<file path="src/rtl/ace_req_arbiter.sv">
`default_nettype none
// ============================================================================
// Module   : ace_req_arbiter
// Purpose  : Round-robin arbiter letting NUM_REQ cache controllers share a
//            single ACE controller. One request is granted at a time; its
//            type and address are latched and held on the ACE side until the
//            ACE controller signals completion, which is reflected back to
//            the granted requester only. A watchdog flags a stuck transaction.
// Ports    : clk, reset (async, active-low)
//            req_read/req_write/req_invalid [NUM_REQ]   requester requests
//            req_addr [NUM_REQ*ADDR_WIDTH]              packed addresses
//            req_ready [NUM_REQ]                        completion strobe
//            ace_read_req/ace_write_req/ace_invalid_req ACE request type
//            ace_addr [ADDR_WIDTH]                      latched address
//            ace_ready                                  ACE completion
//            grant_id [IDW]                             current/last grant
//            arb_busy                                   transaction in flight
//            timeout_err                                sticky watchdog flag
// Revision : 1.0 - initial release
// ============================================================================
module ace_req_arbiter #(
  parameter  int NUM_REQ        = 2,
  parameter  int ADDR_WIDTH     = 32,
  parameter  int TIMEOUT_CYCLES = 1024,
  localparam int IDW            = $clog2(NUM_REQ)
) (
  input  logic                          clk,
  input  logic                          reset,
  input  logic [NUM_REQ-1:0]            req_read,
  input  logic [NUM_REQ-1:0]            req_write,
  input  logic [NUM_REQ-1:0]            req_invalid,
  input  logic [NUM_REQ*ADDR_WIDTH-1:0] req_addr,
  output logic [NUM_REQ-1:0]            req_ready,
  output logic                          ace_read_req,
  output logic                          ace_write_req,
  output logic                          ace_invalid_req,
  output logic [ADDR_WIDTH-1:0]         ace_addr,
  input  logic                          ace_ready,
  output logic [IDW-1:0]                grant_id,
  output logic                          arb_busy,
  output logic                          timeout_err
);

  // Watchdog counter only needs to reach TIMEOUT_CYCLES, where it saturates.
  localparam bit             WD_EN   = (TIMEOUT_CYCLES != 0);
  localparam int             WDW     = WD_EN ? $clog2(TIMEOUT_CYCLES + 1) : 1;
  localparam logic [WDW-1:0] WD_MAX  = WDW'(TIMEOUT_CYCLES);
  localparam logic [WDW-1:0] WD_LAST = WD_EN ? WDW'(TIMEOUT_CYCLES - 1) : '0;

  typedef enum logic [0:0] {
    IDLE = 1'b0,
    BUSY = 1'b1
  } state_t;

  state_t           state;
  logic [IDW-1:0]   rr_ptr;
  logic [WDW-1:0]   wd_cnt;

  logic [NUM_REQ-1:0] active;
  logic               found;
  logic [IDW-1:0]     sel;
  logic [IDW:0]       cand;
  logic [IDW-1:0]     next_ptr;

  assign active = req_read | req_write | req_invalid;

  // Search rr_ptr, rr_ptr+1, ... with an explicit subtract-wrap so that
  // non-power-of-two NUM_REQ never indexes past the last requester.
  always_comb begin
    found = 1'b0;
    sel   = '0;
    cand  = '0;
    for (int k = 0; k < NUM_REQ; k++) begin
      cand = {1'b0, rr_ptr} + (IDW+1)'(k);
      if (cand >= (IDW+1)'(NUM_REQ)) begin
        cand = cand - (IDW+1)'(NUM_REQ);
      end
      if (!found && active[cand[IDW-1:0]]) begin
        found = 1'b1;
        sel   = cand[IDW-1:0];
      end
    end
  end

  assign next_ptr = (grant_id == IDW'(NUM_REQ - 1)) ? '0 : grant_id + 1'b1;

  // Completion is passed straight through to the granted requester only.
  always_comb begin
    req_ready = '0;
    if (state == BUSY && ace_ready) begin
      req_ready[grant_id] = 1'b1;
    end
  end

  always_ff @(posedge clk or negedge reset) begin
    if (!reset) begin
      state           <= IDLE;
      rr_ptr          <= '0;
      grant_id        <= '0;
      ace_read_req    <= 1'b0;
      ace_write_req   <= 1'b0;
      ace_invalid_req <= 1'b0;
      ace_addr        <= '0;
      arb_busy        <= 1'b0;
      wd_cnt          <= '0;
      timeout_err     <= 1'b0;
    end else begin
      case (state)
        IDLE: begin
          if (found) begin
            state    <= BUSY;
            arb_busy <= 1'b1;
            grant_id <= sel;
            ace_addr <= req_addr[sel*ADDR_WIDTH +: ADDR_WIDTH];
            // Multiple types at once: write beats invalidate beats read.
            ace_write_req   <= req_write[sel];
            ace_invalid_req <= !req_write[sel] && req_invalid[sel];
            ace_read_req    <= !req_write[sel] && !req_invalid[sel] && req_read[sel];
            wd_cnt          <= '0;
          end
        end
        BUSY: begin
          if (ace_ready) begin
            state           <= IDLE;
            arb_busy        <= 1'b0;
            ace_read_req    <= 1'b0;
            ace_write_req   <= 1'b0;
            ace_invalid_req <= 1'b0;
            rr_ptr          <= next_ptr;
          end else begin
            if (wd_cnt != WD_MAX) begin
              wd_cnt <= wd_cnt + 1'b1;
            end
            // wd_cnt == WD_LAST means this is the TIMEOUT_CYCLES-th stalled cycle.
            if (WD_EN && wd_cnt == WD_LAST) begin
              timeout_err <= 1'b1;
            end
          end
        end
        default: state <= IDLE;
      endcase
    end
  end

endmodule
`default_nettype wire

</file>
<file path="config.mk">
export PLATFORM = sky130hd
export DESIGN_NAME = ace_req_arbiter
export DESIGN_NICKNAME = d
export VERILOG_FILES = /design/src/rtl/ace_req_arbiter.sv
export SDC_FILE = /design/constraint.sdc
export NUM_CORES = 1
export LEC_CHECK = 0
export BUFFER_PORTS_ARGS = -buffer_cell sky130_fd_sc_hd__buf_2
export CAP_MARGIN = 20
export CORE_ASPECT_RATIO = 0.7
export CORE_UTILIZATION = 43
export DETAILED_ROUTE_END_ITERATION = 10
export MAX_ROUTING_LAYER = met4
export PLACE_DENSITY = 0.84
export SKIP_CTS_REPAIR_TIMING = 1
export SYNTH_ARGS = -nofsm -noshare
export SYNTH_HDL_FRONTEND = slang
export SYNTH_SLANG_ARGS = --single-unit
</file>
<file path="constraint.sdc">
create_clock -name clk -period 1.7 [get_ports clk]
set_input_delay 0.085 -clock clk [delete_from_list [all_inputs] [get_ports clk]]
set_output_delay 0.085 -clock clk [all_outputs]
set_load 0.05 [all_outputs]
</file>
; ---- After elaboration in Yosys (flattened, before gate mapping)
; Cells that the tools add are included.
[word_totals]
regBits = 51
inputBits = 73
out_inout_bits = 40
elab_cells = 83
[classes]
addsub = 5
n_lt_le_gt_ge = 7
n_eq_ne = 6
n_shift = 1
muxes = 36
bitwise_logic = 4
n_reduce_logical = 14
[op_table]
columns = cell, n
row1 = $shiftx A64 B7 Y32, 1
row2 = $mux W11, 3
row3 = $mux W1, 25
row4 = $pmux W11 S2, 1
row5 = $add A11 B1 Y11 const B, 1
row6 = $eq A11 B10 Y1 const B, 1
row7 = $ne A11 B11 Y1 const B, 1
row8 = $pmux W1 S2, 5
row9 = $lt A1 B2 Y1 const B, 4
row10 = $logic_and A1 B1 Y1, 6
row11 = $ne A2 B2 Y1 const B, 3
row12 = $reduce_and A2 Y1, 3
row13 = $reduce_and A3 Y1, 2
row14 = $or A2 B2 Y2, 2
row15 = $logic_not A1 Y1, 3
row16 = $add A1 B1 Y2 const B, 1
row17 = $ge A1 B2 Y1 const B, 1
row18 = $ge A2 B2 Y1 const B, 1
row19 = $mux W2, 1
row20 = $ne A2 B1 Y1 const B, 1
row21 = $not A1 Y1, 2
row22 = $sub A1 B1 Y1 const B, 2
row23 = $add A1 B1 Y1 const B, 1
row24 = $demux W1 S1, 1
row25 = $ge A1 B1 Y1 const B, 1

; ---- Logic depth before layout (Yosys ltp)
[logic_depth]
depth_word = 15
ltp_mapped = 6
mapped_depth_nobuf = 5

; ---- Least setup slack after synthesis
; OpenSTA, ideal clock, no wires.
[synth_timing]
kind = register to register
start = register state
end = register wd_cnt[6]
setup_ps = 78
arrival_ps = 1532
path_slack_ps = 91
stages_incl_launch_ff = 7
path_cell_list = dfrtp_1 > buf_6 > and2_4 > buf_6 > or3_4 > or3_1 > a21oi_1
[synth_between]
elab_chain_cells = 3
word_cells_on_any_way = 6
[synth_lines]
columns = element, line_no
row1 = from (decl), 55  ; state_t state;
row2 = from (signal assigned), 97  ; state <= IDLE;
row3 = from (signal assigned), 111  ; state <= BUSY;
row4 = from (signal assigned), 124  ; state <= IDLE;
row5 = $not A1 Y1 (no line), --
row6 = $ne A2 B2 Y1 (no line), --
row7 = $reduce_and A3 Y1 (no line), --
row8 = to (signal assigned), 132  ; wd_cnt <= wd_cnt + 1'b1;
row9 = to (decl), 57  ; logic [WDW-1:0] wd_cnt;
; Parallel ways exist; a longest one is shown, timed or not.
; A chain may end at the register's enable or synchronous reset.

; ---- Final worst setup path
[layout_timing]
start = register wd_cnt[0]
end = register wd_cnt[6]
[layout_between]
elab_chain_cells = 4
word_cells_on_any_way = 7
[layout_lines]
columns = element, line_no
row1 = $add A11 B1 Y11, 132
row2 = $mux W11, 131  ; if (wd_cnt != WD_MAX) begin
row3 = $mux W11, 123  ; if (ace_ready) begin
row4 = $pmux W11 S2, 108  ; case (state)
; Parallel ways exist; a longest one is shown, timed or not. The select of a mux whose other input is x is not followed.

==> flow_summary_export.csv <==
group,metric,value,unit
placement,place_hpwl,4.60,mm
die,io_pins,113,
timing,fin_setup_tns,0,ps
cts,numCtsBuffers,5,
worst_hold_path,min_to,"ace_addr[1]",
run_status,status,"finished clean",
timing,worst_slack,113,ps
global_route,antenna_found_initial,0,
synthesis,synth_compound_area_frac,0.164,
placement,dpl-instance-area,0.00330,mm2
synthesis,synth_nets,340,
drt,drcViolationCount,0,
worst_setup_path,timing.rr.end,"wd_cnt[6]",
worst_setup_path,required,1920,ps
finish,post-route-util,0.590,
cts,cts.sinks,51,
synthesis,netlist_instances,265,
synthesis,synthMuxAreaShare,0.128,
die,rows,23,
finish,fillers,530,
timing,setup_viol,0,
die,die_h,67.0,um
finish,area_growth,31.4,%
drt,drt-total-wl,6.03,mm
finish,antennaDiodeCount,0,
finish,nets,459,
finish,final_cell_mix,"buf_2, dfrtp_1, nand2_1",
synthesis,yosysWarnings,0,
timing,clock-skew-final,6.23,ps
worst_setup_path,slowest_delay,420,ps
timing,finalCritPeriodShare,0.934,
global_route,grt_start_max_net_pins,48,
cts,tritoncts,"done",
cts,cts-htree-levels,2,
flow_run,maxCapViolations,0,
worst_setup_path,worstPathArrival,1810,ps
worst_setup_path,slowest_stage,"dfrtp_2",
timing,hold_viol,0,
synthesis,synthAdderAreaFrac,0.00964,
power,max-vdd-ir-drop,0.000533,V
synthesis,synth_top_family_by_area,"compound AO/OA/AOI/OAI gates",
die,start_util,0.449,
synthesis,synth_top_area_cell,"dfrtp_1",
die,die_area,0.00636,mm2
worst_setup_path,critPathLaunchType,"flip-flop",
global_route,grt.total_usage,0.202,
synthesis,syn_area,0.00260,mm2
drt,first_pass_iters,4,
drt,drtIter0Drc,107,
placement,pre_cts_ws,79.8,ps
timing,max_freq,630,MHz
global_route,grt_pass1_wl,9.49,mm
synthesis,synth-xor-area-share,0,
finish,final_common_cell,"buf_2",
die,core,0.00578,mm2
finish,drive_gt1_frac,0.364,
timing,slew-limit-headroom,0.710,
synthesis,avgSynthCellArea,9.80,um2
worst_setup_path,rrSetupSlack,110,ps
drt,via_per_inst,5.16,
global_route,grt-ovfl-total,0,
worst_setup_path,regToRegStartpoint,"wd_cnt[0]",
die,die_w,94.9,um
synthesis,synth.distinct_cells,40,
timing,post-route-min-period,1590,ps
worst_setup_path,reg2regPathDepth,5,
worst_setup_path,crit_chain,"ha_1 -> inv_1 -> or3_4 -> or3_1 -> a21oi_1",
worst_hold_path,hold_path_depth,3,
worst_hold_path,hp-start,"req_addr[1]",
global_route,grt_pass1_vias,2076,
worst_setup_path,critical_path_class,"reg2reg",
power,p_leak,1.72,nW
placement,gp_congestion,0.867,
synthesis,ys_top_cells_by_area,"dfrtp_1, mux2i_1, o21ai_0, nand2_1, buf_6",
timing,worst_pin_slew,429,ps
synthesis,synth_top_area_frac,0.492,
drt,via_count,2374,
synthesis,synth-seq-area-share,0.492,
cts,clock_latency,300,ps
synthesis,synthSimpleGateAreaFrac,0.156,
worst_hold_path,hp-class,"in2reg",
power,p_per_area,1090,mW/mm2
drt,antenna_left,0,
timing,rsz0062_at_grt,"false",
cts,cts.path.max_buffers,2,
timing,final_max_slew_viol_count,0,
cts,clk_pin_slew,90,ps
placement,portBuffers,112,
timing,whs,63.4,ps
cts,cts_root_buf,"clkbuf_8",
drt,wire_per_inst,13.1,um
worst_setup_path,cp_max_fo,7,
synthesis,ys_ff_latch,51,
finish,final_area,0.00341,mm2
worst_setup_path,end_kind,"flip-flop",
state kept, by name, summed over array words and instances (netlist names):
| register | count |
|---|---|
| ace_addr | 32 |
| ace_invalid_req | 1 |
| ace_read_req | 1 |
| ace_write_req | 1 |
| arb_busy | 1 |
| grant_id | 1 |
| rr_ptr | 1 |
| state | 1 |
| timeout_err | 1 |
| wd_cnt | 11 |
worst max-delay path: cells and delay by family, from the launching register on:
family                   cells  cell delay [ps]
buffers and inverters        1               50
flip-flops                   1              420
adder cells (fa/ha/maj)      1              170
AND/OR/NAND/NOR              2              720
AO/OA/AOI/OAI                1              150
through the flow:
step | std cells | total power, mW
after floorplan | 265 | 2.63
after global placement | 449 | 3.04
after detailed placement | 449 | 3.08
after CTS | 457 | 3.74
after global routing | 460 | 3.93
final | 460 | 3.71
power breakdown:
group	internal [mW]	total (mW)	leakage, nW	switching, mW
Combinational	0.473	1.53	1.04	1.06
Sequential	1.40	1.52	0.637	0.118
Clock	0.290	0.665	0.0422	0.375
kinds of logic after synthesis:
kind of cell	after synthesis
fa+ha+maj	2
mux	33
buf+inv	23
compound gates	70
flops	51
simple gates	86
synth_stat cells:
master     n
nand3_1    7
o41ai_1    3
a22o_1     1
nor3_1     5
dfrtp_1   51
o211ai_1   1
buf_6      5
o21ai_0   42
ha_1       2
nor2_1    11
nor3b_1    1
o311ai_0   2
o31a_1     1
a31oi_1    2
clkbuf_1   5
and3_1     1
o211a_1    1
nor2b_1    2
o21ai_2    1
o311ai_1   2
nor4b_1    2
mux2_2     1
a211o_1    1
clkinv_1   1
nand4_1    4
or3_1      4
o21a_1     1
or3_4      1
a21oi_1    4
or4_1      1
mux2i_1   32
and4_1     1
buf_2      7
a32o_1     2
nor4_1     2
inv_1      5
and2_4     1
o21ai_4    1
nand2_1   43
o21ai_1    5
routing by layer:
layer / vias up / GRT usage / part of all wire
li1: 1193 / - / -
met1: 1092 / 0.262 / 0.46
met2: 82 / 0.315 / 0.47
met3: 7 / 0.0445 / 0.055
met4: 0 / 0.0663 / 0.012
met5: - / - / 0
how the worst max path moves through the flow:
stage,start,end,slack [ps],cells past startpoint
final,wd_cnt[0],wd_cnt[6],110,5
after global routing,wd_cnt[1],wd_cnt[8],9,5
after CTS,wd_cnt[0],wd_cnt[6],70,5
after detailed placement,wd_cnt[0],wd_cnt[6],80,5
after global placement,wd_cnt[0],wd_cnt[6],140,5
after floorplan,state,wd_cnt[6],90,6
cell type report:
cell class | count | area (um2) | area share
flip-flops and latches | 51 | 1280 | 0.375
multi-input cells | 191 | 1190 | 0.350
repair buffers | 129 | 741 | 0.217
well taps | 75 | 93.8 | 0.0275
clock buffers | 7 | 76.3 | 0.0224
inverters | 6 | 22.5 | 0.00660
clock inverters | 1 | 5.00 | 0.00147
(Power assumes the default switching activity.)
